[src/rtl/control_unit_if.sv]
// control_unit_if: bundles the controller's handshake and control-line signals.
//   start       : level request to leave IDLE
//   IR_out      : opcode currently held in IR
//   ACC_sign    : ACC[15], 1 = negative
//   C_out       : control lines, bit k = Ck
//   state_out   : current FSM state encoding (debug)
//   halted      : high while in HALT
//   instr_done  : one-cycle pulse in an instruction's final state
//   instr_count : saturating count of completed instructions
// Modport master is the controller side; slave is the datapath/stimulus side.
interface control_unit_if #(
  parameter int CNT_WIDTH = 16
);
  logic                 start;
  logic [7:0]           IR_out;
  logic                 ACC_sign;
  logic [15:0]          C_out;
  logic [3:0]           state_out;
  logic                 halted;
  logic                 instr_done;
  logic [CNT_WIDTH-1:0] instr_count;

  modport master (
    input  start, IR_out, ACC_sign,
    output C_out, state_out, halted, instr_done, instr_count
  );

  modport slave (
    output start, IR_out, ACC_sign,
    input  C_out, state_out, halted, instr_done, instr_count
  );
endinterface

[src/rtl/control_unit.sv]
// control_unit: hardwired fetch/decode/execute controller for the 8-bit-address,
// 16-bit-word accumulator datapath.
//   clk   : system clock, rising edge
//   rst_n : asynchronous active-low reset
//   bus   : control_unit_if.master (start, IR_out, ACC_sign in;
//           C_out, state_out, halted, instr_done, instr_count out)
module control_unit #(
  parameter int CNT_WIDTH = 16
) (
  input  logic              clk,
  input  logic              rst_n,
  control_unit_if.master    bus
);

  typedef enum logic [3:0] {
    S_IDLE = 4'd0,
    S_F0   = 4'd1,
    S_F1   = 4'd2,
    S_F2   = 4'd3,
    S_DEC  = 4'd4,
    S_E1   = 4'd5,
    S_E2   = 4'd6,
    S_E3   = 4'd7,
    S_HALT = 4'd8
  } state_t;

  typedef enum logic [2:0] {
    OP_NOP, OP_STORE, OP_LOAD, OP_ADD, OP_SUB, OP_AND, OP_JMPGEZ, OP_JMP
  } op_t;

  state_t               state_reg;
  op_t                  op_reg;
  logic                 halt_entry_reg;
  logic [CNT_WIDTH-1:0] count_reg;

  op_t        dec_op;
  logic       dec_halt;
  logic [15:0] c_next;
  logic       done_next;

  // Opcode classification; HALT is kept apart from the execute-class ops.
  always_comb begin
    dec_halt = (bus.IR_out == 8'h07);
    case (bus.IR_out)
      8'h01:   dec_op = OP_STORE;
      8'h02:   dec_op = OP_LOAD;
      8'h03:   dec_op = OP_ADD;
      8'h04:   dec_op = OP_SUB;
      8'h08:   dec_op = OP_AND;
      8'h05:   dec_op = OP_JMPGEZ;
      8'h06:   dec_op = OP_JMP;
      default: dec_op = OP_NOP;
    endcase
  end

  always_ff @(posedge clk or negedge rst_n) begin
    if (!rst_n) begin
      state_reg      <= S_IDLE;
      op_reg         <= OP_NOP;
      halt_entry_reg <= 1'b0;
      count_reg      <= '0;
    end else begin
      halt_entry_reg <= 1'b0;
      if (done_next && (count_reg != {CNT_WIDTH{1'b1}}))
        count_reg <= count_reg + 1'b1;
      case (state_reg)
        S_IDLE: if (bus.start) state_reg <= S_F0;
        S_F0:   state_reg <= S_F1;
        S_F1:   state_reg <= S_F2;
        S_F2:   state_reg <= S_DEC;
        S_DEC: begin
          op_reg <= dec_op;
          if (dec_halt) begin
            state_reg      <= S_HALT;
            halt_entry_reg <= 1'b1;
          end else if (dec_op == OP_NOP) begin
            state_reg <= S_F0;
          end else begin
            state_reg <= S_E1;
          end
        end
        S_E1:   state_reg <= (op_reg == OP_JMP || op_reg == OP_JMPGEZ) ? S_F0 : S_E2;
        S_E2:   state_reg <= (op_reg == OP_STORE) ? S_F0 : S_E3;
        S_E3:   state_reg <= S_F0;
        S_HALT: state_reg <= S_HALT;
        default: state_reg <= S_IDLE;
      endcase
    end
  end

  // Moore decode of the registered state; ACC_sign matters only in E1.
  // C6 appears only in F1 and C14 only in E1, so they never coincide.
  always_comb begin
    c_next    = 16'h0000;
    done_next = 1'b0;
    case (state_reg)
      S_F0: c_next[0] = 1'b1;
      S_F1: begin
        c_next[1] = 1'b1;
        c_next[6] = 1'b1;
      end
      S_F2: begin
        c_next[2] = 1'b1;
        c_next[3] = 1'b1;
      end
      S_DEC: done_next = (dec_op == OP_NOP) && !dec_halt;
      S_E1: begin
        case (op_reg)
          OP_STORE:  c_next[5]  = 1'b1;
          OP_JMPGEZ: c_next[14] = !bus.ACC_sign;
          OP_JMP:    c_next[14] = 1'b1;
          default:   c_next[1]  = 1'b1;
        endcase
        done_next = (op_reg == OP_JMP) || (op_reg == OP_JMPGEZ);
      end
      S_E2: begin
        if (op_reg == OP_STORE) c_next[4] = 1'b1;
        else                    c_next[7] = 1'b1;
        done_next = (op_reg == OP_STORE);
      end
      S_E3: begin
        case (op_reg)
          OP_ADD:  c_next[9]  = 1'b1;
          OP_SUB:  c_next[10] = 1'b1;
          OP_AND:  c_next[12] = 1'b1;
          default: c_next[11] = 1'b1;
        endcase
        done_next = 1'b1;
      end
      // Count the HALT instruction once, in its first HALT cycle.
      S_HALT: done_next = halt_entry_reg;
      default: ;
    endcase
  end

  assign bus.C_out       = c_next;
  assign bus.state_out   = state_reg;
  assign bus.halted      = (state_reg == S_HALT);
  assign bus.instr_done  = done_next;
  assign bus.instr_count = count_reg;

endmodule

[src/flat_wrapper.sv]
// flat-port wrapper written by rule: the top's interface ports become plain ports
module control_unit_flat 
#(
  parameter int CNT_WIDTH = 16
)
  (clk, rst_n, bus_start, bus_IR_out, bus_ACC_sign, bus_C_out, bus_state_out, bus_halted, bus_instr_done, bus_instr_count);
  control_unit_if #(.CNT_WIDTH(CNT_WIDTH)) bus_i ();
  input  logic clk;
  input  logic rst_n;
  input wire logic [$bits(bus_i.start)-1:0] bus_start;
  input wire logic [$bits(bus_i.IR_out)-1:0] bus_IR_out;
  input wire logic [$bits(bus_i.ACC_sign)-1:0] bus_ACC_sign;
  output wire logic [$bits(bus_i.C_out)-1:0] bus_C_out;
  output wire logic [$bits(bus_i.state_out)-1:0] bus_state_out;
  output wire logic [$bits(bus_i.halted)-1:0] bus_halted;
  output wire logic [$bits(bus_i.instr_done)-1:0] bus_instr_done;
  output wire logic [$bits(bus_i.instr_count)-1:0] bus_instr_count;
  assign bus_i.start = bus_start;
  assign bus_i.IR_out = bus_IR_out;
  assign bus_i.ACC_sign = bus_ACC_sign;
  assign bus_C_out = bus_i.C_out;
  assign bus_state_out = bus_i.state_out;
  assign bus_halted = bus_i.halted;
  assign bus_instr_done = bus_i.instr_done;
  assign bus_instr_count = bus_i.instr_count;
  control_unit #(.CNT_WIDTH(CNT_WIDTH)) u_core (.clk(clk), .rst_n(rst_n), .bus(bus_i));
endmodule
[config.mk]
export PLATFORM = sky130hd
export DESIGN_NAME = control_unit_flat
export DESIGN_NICKNAME = d
export VERILOG_FILES = /design/src/rtl/control_unit_if.sv /design/src/rtl/control_unit.sv /design/src/flat_wrapper.sv
export SDC_FILE = /design/constraint.sdc
export NUM_CORES = 1
export LEC_CHECK = 0
export CAP_MARGIN = 20
export CORE_ASPECT_RATIO = 1.75
export CORE_MARGIN = 4
export CORE_UTILIZATION = 46
export DETAILED_ROUTE_END_ITERATION = 8
export PLACE_DENSITY = 0.76
export RECOVER_POWER = 25
export SLEW_MARGIN = 20
export SYNTH_ARGS = -nofsm -noshare
export SYNTH_HDL_FRONTEND = slang
export SYNTH_SLANG_ARGS = --single-unit
[constraint.sdc]
create_clock -name clk -period 2.6 [get_ports clk]
set_clock_uncertainty 0.2 [all_clocks]
set_input_delay 0.52 -clock clk [delete_from_list [all_inputs] [get_ports clk]]
set_output_delay 0.52 -clock clk [all_outputs]
set_load 0.02 [all_outputs]
==> summary.txt <==
Clock latency at the later pin of the worst-skew pair: 0.27 ns
Core Util, Final: 71.2%
Maxcap violations: 0
First-pass GRT wire length: 6930 um
Dpl hpwl: 3370 um
Internal power: 1110 uW
Period utilization: 95.7%
Post-synthesis mux area share: 1.45%
RSZ-0062 raised after global routing: false
# port buffers: 46
Pins Over Slew Limit: 0
Vias in the first global route: 1509
Layout cells sized above 1: 18.9%
Antenna violations before repair: 0
Clk slew on worst S/H paths: 0.09 ns
Final Critical Period: 2.49 ns
Initial Util: 48.4%
Count leader, synth: dfrtp_1
TritonRoute pass-1 iters: 4
Antenna Nets Post-Route: 0
P per Cell Area: 812 mW/mm^2
Die Span Y: 84.9 um
Max Root-Sink Buffers: 2
Cell Count Post-Placement: 271
DR WL/cell: 15.9 um
Async set or reset register ratio after synthesis: 100%
Final instance area: 0.00228 mm^2
CP arrival: 1.77 ns
Synth area leader: dfrtp_1
Grt total ovfl: 0
Layout area overhead: 46.9%
Combinational share of power: 53.2%
Deepest level of the CTS H-tree: 1
Worst vdd ir: 0.445 mV
Simple-gate area share of the yosys netlist: 30.7%
LEAKAGE: 0.00111 uW
Commonest cells post-synth: dfrtp_1, nor2_1, xnor2_1
Origin of the worst setup path: u_core.bus.state_out[3]$_DFFE_PN0P_
Worst Setup EP: bus_C_out[10]
Switch Pwr: 741 uW
Gpl congestion: 0.792
Core Footprint: 0.00321 mm^2
CTS tree: done
Crit path max-delay cell type: dfrtp_1
Antenna diodes: 0
Max stage delay on crit path: 0.42 ns
Post-synth top area share: 38.6%
Post-synth EDFFs: 0
Reg power frac: 29.1%
Largest register FFs: 16
RR Startpoint: u_core.bus.instr_count[0]$_DFFE_PN0P_
Critical-path cell list: nor2b_2, buf_4, nand3_1, nor3_1, clkdlybuf4s15_1
Number of core rows: 27
Synth Area in Compound Gates: 12.4%
Total wire length: 4380 um
Largest family of logic cells by synthesized area: simple AND/OR/NAND/NOR gates
Worst reg2reg path depth: 6
Sw Ratio: 40.0%
Final hold violation count: 0
Synth Area per Inst: 9.09 um^2
Worst reg2reg path endpoint: u_core.bus.instr_count[1]$_DFFE_PN0P_
Startpoint types: flop
Residual DRC: 0
Ys flop type: dfrtp_1
Synth Instances: 171
Adder-Cell Fraction of Synth Area: 0.805%
Nets: 247
Netlist cell types: 46
Largest net degree at the start of global routing: 25
Slew @ Worst Pin: 1.27 ns
1st-iter DRT viols: 30
Worst Hold Depth: 1
Synth Warn #: 0
CTS Sinks: 24
Die ar.: 0.00441 mm^2
Seq/Total Area, Yosys: 38.6%
Num CTS Buffers: 3
Cts hold-fix bufs: 0
Yosys reg bits: 24
Final setup viols: 0
FMAX: 0.402 GHz
Mapped cell area: 0.00155 mm^2
Worst hold slack: 0.321 ns
CP Capture Type: primary output
Max transition margin: 15.4%
Min-delay worst type: flop to flop
Via count: 1501
Power after layout: 1850 uW
CP required: 1.88 ns
Crit-path max FO: 4
Placement-stage cell area: 0.00217 mm^2
Largest cells by area after synthesis: dfrtp_1, xnor2_1, nor2_1
Vias per inst: 5.44
XOR/XNOR Fraction of Synth Area: 9.02%
Critical path type: flop to primary output
GRT Overall Usage: 20.5%
Finished Layout Cells: 276
Status: finished, final reports clean
Die width: 51.9 um
CTS Root Cell: clkbuf_8
I/O pins: 50
R2R Setup Slk: 0.20 ns
Power share of the clock group: 17.8%
## power groups by stage
stage / combinational (uW) / clock [uW] / sequential (uW)
after CTS: 972 / 334 / 534
final: 985 / 329 / 539
after detailed placement: 990 / 0 / 539
after floorplan: 497 / 0 / 585
after global routing: 1060 / 347 / 552
after global placement: 968 / 0 / 529
## routing by layer
metal	routed length, um	track usage [%]	share of wire (%)	vias up
li1	-	-	-	728
met1	1650	21.5	38	724
met2	2520	40.0	58	40
met3	129	2.11	2.9	9
met4	78	6.44	1.8	0
met5	0	0	0	-
## final cells by class
cell class / instances / area, um^2
clock buffers: 3 / 41.3
fillers: 259 / 926
flip-flops and latches: 24 / 602
well taps: 43 / 53.8
inverters: 6 / 22.5
repair buffers: 71 / 661
clock inverters: 1 / 30.0
multi-input cells: 128 / 873
## cell families after synthesis
| family | count (synthesis) |
|---|---|
| mux | 2 |
| fa+ha+maj | 1 |
| xor+xnor | 16 |
| buf+inv | 21 |
| simple gates | 82 |
| other cells | 1 |
| compound gates | 24 |
| flops | 24 |
## placed cells by master, fill, tap and decap left out, drive strengths merged, types with 2 or more instances in the layout
| master | Yosys | layout |
|---|---|---|
| mux2 | 2 | 2 |
| nor2b | 4 | 4 |
| nor3 | 5 | 5 |
| and3 | 8 | 8 |
| nand4 | 9 | 9 |
| o21ai | 6 | 6 |
| nor2 | 16 | 16 |
| or4 | 2 | 2 |
| a21o | 2 | 2 |
| or2 | 2 | 2 |
| conb | 1 | 3 |
| dlymetal6s2s | 0 | 11 |
| clkbuf | 9 | 4 |
| dfrtp | 24 | 24 |
| xor2 | 2 | 2 |
| a32oi | 2 | 2 |
| nand2 | 11 | 11 |
| a21oi | 4 | 4 |
| xnor2 | 14 | 14 |
| inv | 6 | 6 |
| clkdlybuf4s50 | 0 | 22 |
| nand3 | 13 | 13 |
| nor4 | 2 | 2 |
| buf | 6 | 25 |
| dlygate4sd2 | 0 | 10 |
| o31ai | 2 | 2 |
| nor3b | 3 | 3 |
## worst min path at each step
stage,startpoint,end,slack (ns)
after CTS,u_core.bus.instr_count[15]$_DFFE_PN0P_,u_core.bus.instr_count[15]$_DFFE_PN0P_,0.33
final,u_core.bus.instr_count[14]$_DFFE_PN0P_,u_core.bus.instr_count[14]$_DFFE_PN0P_,0.32
after global placement,u_core.bus.instr_count[14]$_DFFE_PN0P_,u_core.bus.instr_count[14]$_DFFE_PN0P_,0.28
after detailed placement,u_core.bus.instr_count[15]$_DFFE_PN0P_,u_core.bus.instr_count[15]$_DFFE_PN0P_,0.31
after floorplan,rst_n,u_core.bus.instr_count[0]$_DFFE_PN0P_,0.02
after global routing,u_core.bus.instr_count[15]$_DFFE_PN0P_,u_core.bus.instr_count[15]$_DFFE_PN0P_,0.35
## through the flow
stage | worst slack, ns | TNS, ns
2_1_floorplan | 0.160 | 0
3_3_place_gp | -0.588 | -1.32
3_5_place_dp | -0.588 | -1.60
4_1_cts | -0.206 | -0.215
5_1_grt | 0.0436 | 0
6_report | 0.113 | 0
## critical path: cells and delay by family (launching register included)
kind | cells | cell delay [ns]
AND/OR/NAND/NOR | 3 | 0.57
buffers and inverters | 2 | 0.51
flip-flops | 1 | 0.42
## repair_timing
action,CTS,global route
setup buffers,1,0
resized for setup,18,16
pin swaps,1,4
endpoints found under the setup margin,14,6
(Power assumes the default switching activity.)
